===== src/rtl/master_port_if.sv =====
// Serial system bus between one initiator (master_port) and one slave port.
//   read_en, write_en   : command lines, held for the whole transaction
//   master_valid        : request valid, held through serialisation
//   master_ready        : initiator is accepting read data
//   slave_ready         : slave can accept a request
//   slave_valid         : slave is driving a read data bit on rx_data
//   tx_addr/data/burst  : serial address, write data, burst descriptor (LSB first)
//   rx_data             : serial read data (LSB first)
interface master_port_if;
    logic read_en;
    logic write_en;
    logic master_valid;
    logic master_ready;
    logic slave_ready;
    logic slave_valid;
    logic tx_addr;
    logic tx_data;
    logic tx_burst;
    logic rx_data;

    modport master (
        output read_en, write_en, master_valid, master_ready,
        output tx_addr, tx_data, tx_burst,
        input  slave_ready, slave_valid, rx_data
    );

    modport slave (
        input  read_en, write_en, master_valid, master_ready,
        input  tx_addr, tx_data, tx_burst,
        output slave_ready, slave_valid, rx_data
    );
endinterface


===== src/rtl/master_port.sv =====
// Bus-side initiator: accepts a parallel read/write request, performs the
// request/ready handshake, serialises address/write data/burst descriptor and
// deserialises returned read bytes.
//   clk, reset          : clock, asynchronous active-high reset
//   start, rw           : request strobe (accepted in IDLE only), 0=read 1=write
//   addr_in, wdata_in   : target address and write byte, sampled with start
//   burst_en, burst_len : burst read request and byte count (0 means 1)
//   busy, done          : transaction in progress, one-cycle completion pulse
//   rdata_out/valid     : last received byte and its one-cycle pulse
//   bus                 : serial bus lines (master side)
module master_port #(
    parameter int unsigned ADDR_W = 12,
    parameter int unsigned DATA_W = 8,
    parameter int unsigned LEN_W  = 12
) (
    input  logic              clk,
    input  logic              reset,
    input  logic              start,
    input  logic              rw,
    input  logic [ADDR_W-1:0] addr_in,
    input  logic [DATA_W-1:0] wdata_in,
    input  logic              burst_en,
    input  logic [LEN_W-1:0]  burst_len,
    output logic              busy,
    output logic              done,
    output logic [DATA_W-1:0] rdata_out,
    output logic              rdata_valid,
    master_port_if.master     bus
);

    localparam int unsigned CNT_W = $clog2(LEN_W + 1);
    localparam int unsigned BIT_W = $clog2(DATA_W);

    typedef enum logic [2:0] {
        IDLE,
        REQ,
        SEND,
        RECV,
        FIN
    } state_t;

    state_t            state;
    logic [ADDR_W-1:0] addr_sr;
    logic [DATA_W-1:0] data_sr;
    logic [LEN_W:0]    desc_sr;
    logic              is_write;
    logic [LEN_W-1:0]  target;
    logic [CNT_W-1:0]  send_cnt;
    logic [3:0]        bit_cnt;
    logic [LEN_W-1:0]  byte_cnt;
    logic [DATA_W-2:0] rx_buf;

    logic [LEN_W-1:0]  eff_len_c;
    logic [LEN_W-1:0]  req_len_c;
    logic [LEN_W:0]    desc_c;

    // Descriptor length field carries the byte count the slave must return:
    // the burst length for burst reads, 1 for single reads, 0 for writes.
    always_comb begin
        eff_len_c = (burst_len == '0) ? LEN_W'(1) : burst_len;
        req_len_c = LEN_W'(1);
        if (rw) begin
            req_len_c = '0;
        end else if (burst_en) begin
            req_len_c = eff_len_c;
        end
        desc_c = {req_len_c, burst_en & ~rw};
    end

    // Serial lines are the LSBs of the shift registers; they drain to zero
    // once serialisation completes, so the lines idle low.
    assign bus.tx_addr  = addr_sr[0];
    assign bus.tx_data  = data_sr[0];
    assign bus.tx_burst = desc_sr[0];

    // Transaction sequencer with registered outputs.
    always_ff @(posedge clk or posedge reset) begin
        if (reset) begin
            state            <= IDLE;
            addr_sr          <= '0;
            data_sr          <= '0;
            desc_sr          <= '0;
            is_write         <= 1'b0;
            target           <= '0;
            send_cnt         <= '0;
            bit_cnt          <= '0;
            byte_cnt         <= '0;
            rx_buf           <= '0;
            busy             <= 1'b0;
            done             <= 1'b0;
            rdata_out        <= '0;
            rdata_valid      <= 1'b0;
            bus.read_en      <= 1'b0;
            bus.write_en     <= 1'b0;
            bus.master_valid <= 1'b0;
            bus.master_ready <= 1'b0;
        end else begin
            rdata_valid <= 1'b0;
            case (state)
                IDLE: begin
                    if (start) begin
                        addr_sr          <= addr_in;
                        data_sr          <= wdata_in;
                        desc_sr          <= desc_c;
                        is_write         <= rw;
                        target           <= req_len_c;
                        busy             <= 1'b1;
                        bus.master_valid <= 1'b1;
                        bus.read_en      <= ~rw;
                        bus.write_en     <= rw;
                        state            <= REQ;
                    end
                end
                REQ: begin
                    // Bit 0 is on the lines during the handshake cycle.
                    if (bus.slave_ready) begin
                        addr_sr  <= addr_sr >> 1;
                        data_sr  <= data_sr >> 1;
                        desc_sr  <= desc_sr >> 1;
                        send_cnt <= CNT_W'(1);
                        state    <= SEND;
                    end
                end
                SEND: begin
                    addr_sr <= addr_sr >> 1;
                    data_sr <= data_sr >> 1;
                    desc_sr <= desc_sr >> 1;
                    if (send_cnt == CNT_W'(LEN_W)) begin
                        bus.master_valid <= 1'b0;
                        if (is_write) begin
                            busy  <= 1'b0;
                            done  <= 1'b1;
                            state <= FIN;
                        end else begin
                            bus.master_ready <= 1'b1;
                            bit_cnt          <= '0;
                            byte_cnt         <= '0;
                            state            <= RECV;
                        end
                    end else begin
                        send_cnt <= send_cnt + CNT_W'(1);
                    end
                end
                RECV: begin
                    if (bus.slave_valid) begin
                        if (bit_cnt == 4'(DATA_W - 1)) begin
                            rdata_out   <= {bus.rx_data, rx_buf};
                            rdata_valid <= 1'b1;
                            bit_cnt     <= '0;
                            byte_cnt    <= byte_cnt + LEN_W'(1);
                            if (byte_cnt + LEN_W'(1) == target) begin
                                busy  <= 1'b0;
                                done  <= 1'b1;
                                state <= FIN;
                            end
                        end else begin
                            rx_buf[bit_cnt[BIT_W-1:0]] <= bus.rx_data;
                            bit_cnt                    <= bit_cnt + 4'd1;
                        end
                    end
                end
                FIN: begin
                    done             <= 1'b0;
                    bus.read_en      <= 1'b0;
                    bus.write_en     <= 1'b0;
                    bus.master_ready <= 1'b0;
                    state            <= IDLE;
                end
                default: state <= IDLE;
            endcase
        end
    end

endmodule

===== src/flat_wrapper.sv =====
// flat-port wrapper written by rule: the top's interface ports become plain ports
module master_port_flat 
#(
    parameter int unsigned ADDR_W = 12,
    parameter int unsigned DATA_W = 8,
    parameter int unsigned LEN_W  = 12
)
  (clk, reset, start, rw, addr_in, wdata_in, burst_en, burst_len, busy, done, rdata_out, rdata_valid, bus_read_en, bus_write_en, bus_master_valid, bus_master_ready, bus_tx_addr, bus_tx_data, bus_tx_burst, bus_slave_ready, bus_slave_valid, bus_rx_data);
  master_port_if bus_i ();
  input  logic clk;
  input  logic reset;
  input  logic start;
  input  logic rw;
  input  logic [ADDR_W-1:0] addr_in;
  input  logic [DATA_W-1:0] wdata_in;
  input  logic burst_en;
  input  logic [LEN_W-1:0] burst_len;
  output logic busy;
  output logic done;
  output logic [DATA_W-1:0] rdata_out;
  output logic rdata_valid;
  output wire logic [$bits(bus_i.read_en)-1:0] bus_read_en;
  output wire logic [$bits(bus_i.write_en)-1:0] bus_write_en;
  output wire logic [$bits(bus_i.master_valid)-1:0] bus_master_valid;
  output wire logic [$bits(bus_i.master_ready)-1:0] bus_master_ready;
  output wire logic [$bits(bus_i.tx_addr)-1:0] bus_tx_addr;
  output wire logic [$bits(bus_i.tx_data)-1:0] bus_tx_data;
  output wire logic [$bits(bus_i.tx_burst)-1:0] bus_tx_burst;
  input wire logic [$bits(bus_i.slave_ready)-1:0] bus_slave_ready;
  input wire logic [$bits(bus_i.slave_valid)-1:0] bus_slave_valid;
  input wire logic [$bits(bus_i.rx_data)-1:0] bus_rx_data;
  assign bus_read_en = bus_i.read_en;
  assign bus_write_en = bus_i.write_en;
  assign bus_master_valid = bus_i.master_valid;
  assign bus_master_ready = bus_i.master_ready;
  assign bus_tx_addr = bus_i.tx_addr;
  assign bus_tx_data = bus_i.tx_data;
  assign bus_tx_burst = bus_i.tx_burst;
  assign bus_i.slave_ready = bus_slave_ready;
  assign bus_i.slave_valid = bus_slave_valid;
  assign bus_i.rx_data = bus_rx_data;
  master_port #(.ADDR_W(ADDR_W), .DATA_W(DATA_W), .LEN_W(LEN_W)) u_core (.clk(clk), .reset(reset), .start(start), .rw(rw), .addr_in(addr_in), .wdata_in(wdata_in), .burst_en(burst_en), .burst_len(burst_len), .busy(busy), .done(done), .rdata_out(rdata_out), .rdata_valid(rdata_valid), .bus(bus_i));
endmodule

===== config.mk =====
export PLATFORM = sky130hd
export DESIGN_NAME = master_port_flat
export DESIGN_NICKNAME = d
export VERILOG_FILES = /design/src/rtl/master_port_if.sv /design/src/rtl/master_port.sv /design/src/flat_wrapper.sv
export SDC_FILE = /design/constraint.sdc
export NUM_CORES = 1
export LEC_CHECK = 0
export BUFFER_PORTS_ARGS = -buffer_cell sky130_fd_sc_hd__buf_2
export CAP_MARGIN = 40
export CORE_UTILIZATION = 58
export DETAILED_ROUTE_END_ITERATION = 8
export PLACE_DENSITY = 0.8
export SYNTH_ARGS = -nofsm -noshare
export SYNTH_HDL_FRONTEND = slang
export SYNTH_SLANG_ARGS = --single-unit
export TNS_END_PERCENT = 30

===== constraint.sdc =====
create_clock -name clk -period 3.4 [get_ports clk]
set_input_delay 0.17 -clock clk [delete_from_list [all_inputs] [get_ports clk]]
set_output_delay 0.17 -clock clk [all_outputs]
set_load 0.05 [all_outputs]

==> summary.txt <==
Global route
  – Largest net degree at the start of global routing: 66
  – Total GRT Usage: about a quarter
  – Initial antenna violation count: 0
  – Met1 Usage GRT: a little under two fifths
  – GRT overflow: 0
  – Vias in the first global route: approximately 3.5k
  – GRT busiest layer: met2
  – Met2 Track Usage GR: between 30 and 40%
  – Met3 usage: between 5 and 6%
  – First-pass GRT wire length: around 17000 um

Clock network
  – Reg clk slew, reported paths: roughly 90 ps
  – # resized after CTS: 0
  – Hold_buf cts: 1
  – H-tree depth: 3
  – CTS tree: yes
  – Total CTS buffers: 9
  – Max Buffers Root-to-Sink: 2
  – Sink Count: 91
  – Clock Latency Late Sink: between 300 and 400 ps
  – Setup Buffers After CTS: 0
  – CTS Root Cell: clkbuf_8

Setup path
  – Nature of the critical path endpoint: register
  – Crit Path Class: register to register
  – Worst EP required: around 3700 ps
  – CP max stage delay: ~500 ps
  – Buffers & Inverters on Critical Path: 0
  – CP Cell Sequence: ha_1, nand3_1, mux2i_1, a221oi_1, o211ai_1, or4_4, a22o_1
  – Startpoint Class: register
  – Critical path peak fanout: 8
  – Critical path's top delay family: compound AO/OA/AOI/OAI gates
  – Slowest cell on the critical path: dfrtp_1
  – Worst endpoint data arrival time: approximately 2700 ps

Timing
  – Tcrit/Tclk final: between 70% and 80%
  – Skew final: approximately 9.2 ps
  – Final Critical Period: between 2000 and 2500 ps
  – Slew @ Worst Pin: between 800 and 900 ps
  – Final setup fails: 0
  – Max-slew headroom: 41.20%
  – Total Neg Setup Slack: 0 ps
  – Final Hold Vio Count: 0
  – Fin. max-slew vios: 0
  – Post-route setup slack: approximately 940 ps
  – Worst hold slack: 61.99 ps
  – Peak Freq: between 0.4 and 0.5 GHz
  – RSZ-0062 raised after global routing: false

Yosys
  – Asr flop ratio synth: 100.0%
  – Cell area after synthesis: around 0.0046 mm2
  – Main flop type after synthesis: dfrtp_1
  – Post-synth cell types: 47
  – Syn_nets: 550
  – Mapped Cells: ~510
  – Yosys warnings: 0
  – #FFs+latches synth: a little over 90
  – EDFF count, synth: 0
  – Sequential cell area fraction in the yosys report: approximately 50%
  – Post-Syn Area per Cell: between 9 and 10 um2

Cells and area
  – Final nets: 600
  – Commonest non-fill, non-tap cell in the layout: dfrtp_1
  – FILL cells: between 500 and 600
  – Area growth syn-to-layout: 13.25%
  – Post-Layout Cell Count: approximately 660
  – N_diodes: 0
  – Most frequent cells in the layout: 91 x dfrtp_1, 81 x nand2_1, 58 x nor2_1
  – Share of cells above drive strength 1: about 16%

Die
  – I/O Pins: 58
  – Die ar.: between 0.008 and 0.009 mm2
  – Die height: about 91 um
  – Die W: ~91 um
  – Site Rows: 31
  – Initial core utilization: around three fifths
  – Core Area: approximately 0.0074 mm2

Detailed routing
  – DRC: 0
  – Via/cell ratio: between 5 and 6
  – DRT iter0 DRCs: 280
  – Final WL: around 9400 um
  – Via count: ~3.7k
  – 1st-pass router iterations: 5
  – Antenna Nets Post-Route: 0
  – WL/cell: around 14 um

Placement
  – Placed insts: between 600 and 700
  – GPL Wtd Cong: around 0.92
  – Hpwl dp: around 6700 um
  – Post-Place Setup Slack: 982.1 ps
  – Port Buffers: 57

Power and ir drop
  – Cell Pwr Density: 782.3 mW/mm2
  – Maximum VDD drop: 654.3 uV
  – Leak: ~0.0024 uW
  – Tot Pwr: between 4000 and 5000 uW

Worst hold path
  – Hold Path Class: primary input to register

Outcome
  – Status: complete, no violations

Flow run
  – Max-Cap Viols: 0
## worst reg2reg max path: cells and delay by family (launching register included)
family / cells / cell delay [ps]
AO/OA/AOI/OAI: 3 / 700
adder cells (fa/ha/maj): 1 / 350
flip-flops: 1 / 500
multiplexers: 1 / 160
AND/OR/NAND/NOR: 2 / 640
## sequential cells by signal, indices dropped and copies added, names as in the netlist
name,flops
u_core.byte_cnt,12
u_core.rx_buf,7
u_core.rdata_out,8
u_core.busy,1
u_core.bus.master_ready,1
u_core.send_cnt,4
u_core.bus.read_en,1
u_core.state,3
u_core.bit_cnt,4
u_core.is_write,1
u_core.target,12
u_core.done,1
u_core.addr_sr,12
u_core.desc_sr,13
u_core.bus.write_en,1
u_core.bus.master_valid,1
u_core.rdata_valid,1
u_core.data_sr,8
## metal layers
layer	wire [um]	vias up
met5	0	-
met4	65	0
met3	401	6
met2	4384	97
met1	4521	1774
li1	-	1861
## per-stage QoR
step                      utilization [%]  cell area, um2
after global placement              66.36            4916
after floorplan                         -            4551
after CTS                           69.57            5154
final                               69.57            5154
after global routing                69.57            5154
after detailed placement            66.73            4943
## synth_stat cells, types with 2 or more instances
| library cell | n | area share, % |
|---|---|---|
| and2_1 | 3 | 0.41 |
| nor2b_1 | 2 | 0.27 |
| xnor2_1 | 9 | 1.7 |
| ha_1 | 5 | 1.4 |
| nor4_1 | 4 | 0.55 |
| nor3_1 | 6 | 0.66 |
| xor2_1 | 3 | 0.58 |
| dfrtp_1 | 91 | 50 |
| and3_1 | 4 | 0.55 |
| nand3_1 | 15 | 1.6 |
| a21oi_1 | 53 | 5.8 |
| o31ai_1 | 5 | 0.82 |
| o31a_1 | 2 | 0.39 |
| inv_1 | 14 | 1.2 |
| o211ai_1 | 2 | 0.33 |
| o22ai_1 | 3 | 0.41 |
| clkbuf_1 | 15 | 1.2 |
| mux2i_1 | 24 | 5.3 |
| nand2_1 | 81 | 6.7 |
| nor3b_1 | 3 | 0.49 |
| nor2_1 | 58 | 4.8 |
| nand3b_1 | 7 | 1.2 |
| a31oi_1 | 4 | 0.55 |
| a21o_1 | 2 | 0.33 |
| a22o_1 | 3 | 0.58 |
| nand2b_1 | 7 | 0.96 |
| buf_2 | 3 | 0.33 |
| o21ai_0 | 44 | 4.8 |
| nand4_1 | 4 | 0.55 |
| buf_1 | 6 | 0.49 |
| mux2_2 | 7 | 1.7 |
## area by class of cell
cell class                 count  area (um2)  area share (%)
clock buffer                  10       127.6           2.476
clock inverter                 6       72.57           1.408
inverter                      14       53.80           1.044
multi-input combinational    375        2138           41.49
sequential                    91        2277           44.19
tap                           99       123.9           2.404
timing repair buffer          64       360.3           6.992
## cells by family after synthesis
kind of cell / count (synthesis) / synth area share, %
AOI/OAI and AO/OA: 126 / 15.59
xor gates and xnor gates: 12 / 2.310
adders and majority gates: 5 / 1.375
buffers and inverters: 39 / 3.464
DFF: 91 / 50.04
muxes: 31 / 7.011
and+or+nand+nor: 201 / 20.21
## power by group
| part | internal (uW) | total [uW] | switching, uW |
|---|---|---|---|
| clock | 348 | 744 | 396 |
| combinational | 628 | 1580 | 954 |
| sequential | 1430 | 1710 | 273 |
| total | 2410 | 4030 | 1620 |
## path summary, 6_finish.rpt
path / from / to / slack [ps] / depth (start not counted)
max: u_core.byte_cnt[0]$_DFFE_PP0P_ / u_core.state[1]$_DFFE_PP0P_ / 940 / 7
min: addr_in[11] / u_core.addr_sr[11]$_DFFE_PP0P_ / 60 / 3
max reg2reg: u_core.byte_cnt[0]$_DFFE_PP0P_ / u_core.state[1]$_DFFE_PP0P_ / 940 / 7
min reg2reg: u_core.rdata_out[4]$_DFFE_PP0P_ / u_core.rdata_out[4]$_DFFE_PP0P_ / 480 / 2
max in group asynchronous: reset / u_core.desc_sr[4]$_DFFE_PP0P_ / 2340 / 5
min in group asynchronous: reset / u_core.rdata_out[7]$_DFFE_PP0P_ / 310 / 3
Note: power is estimated with default switching activity, not from simulation.
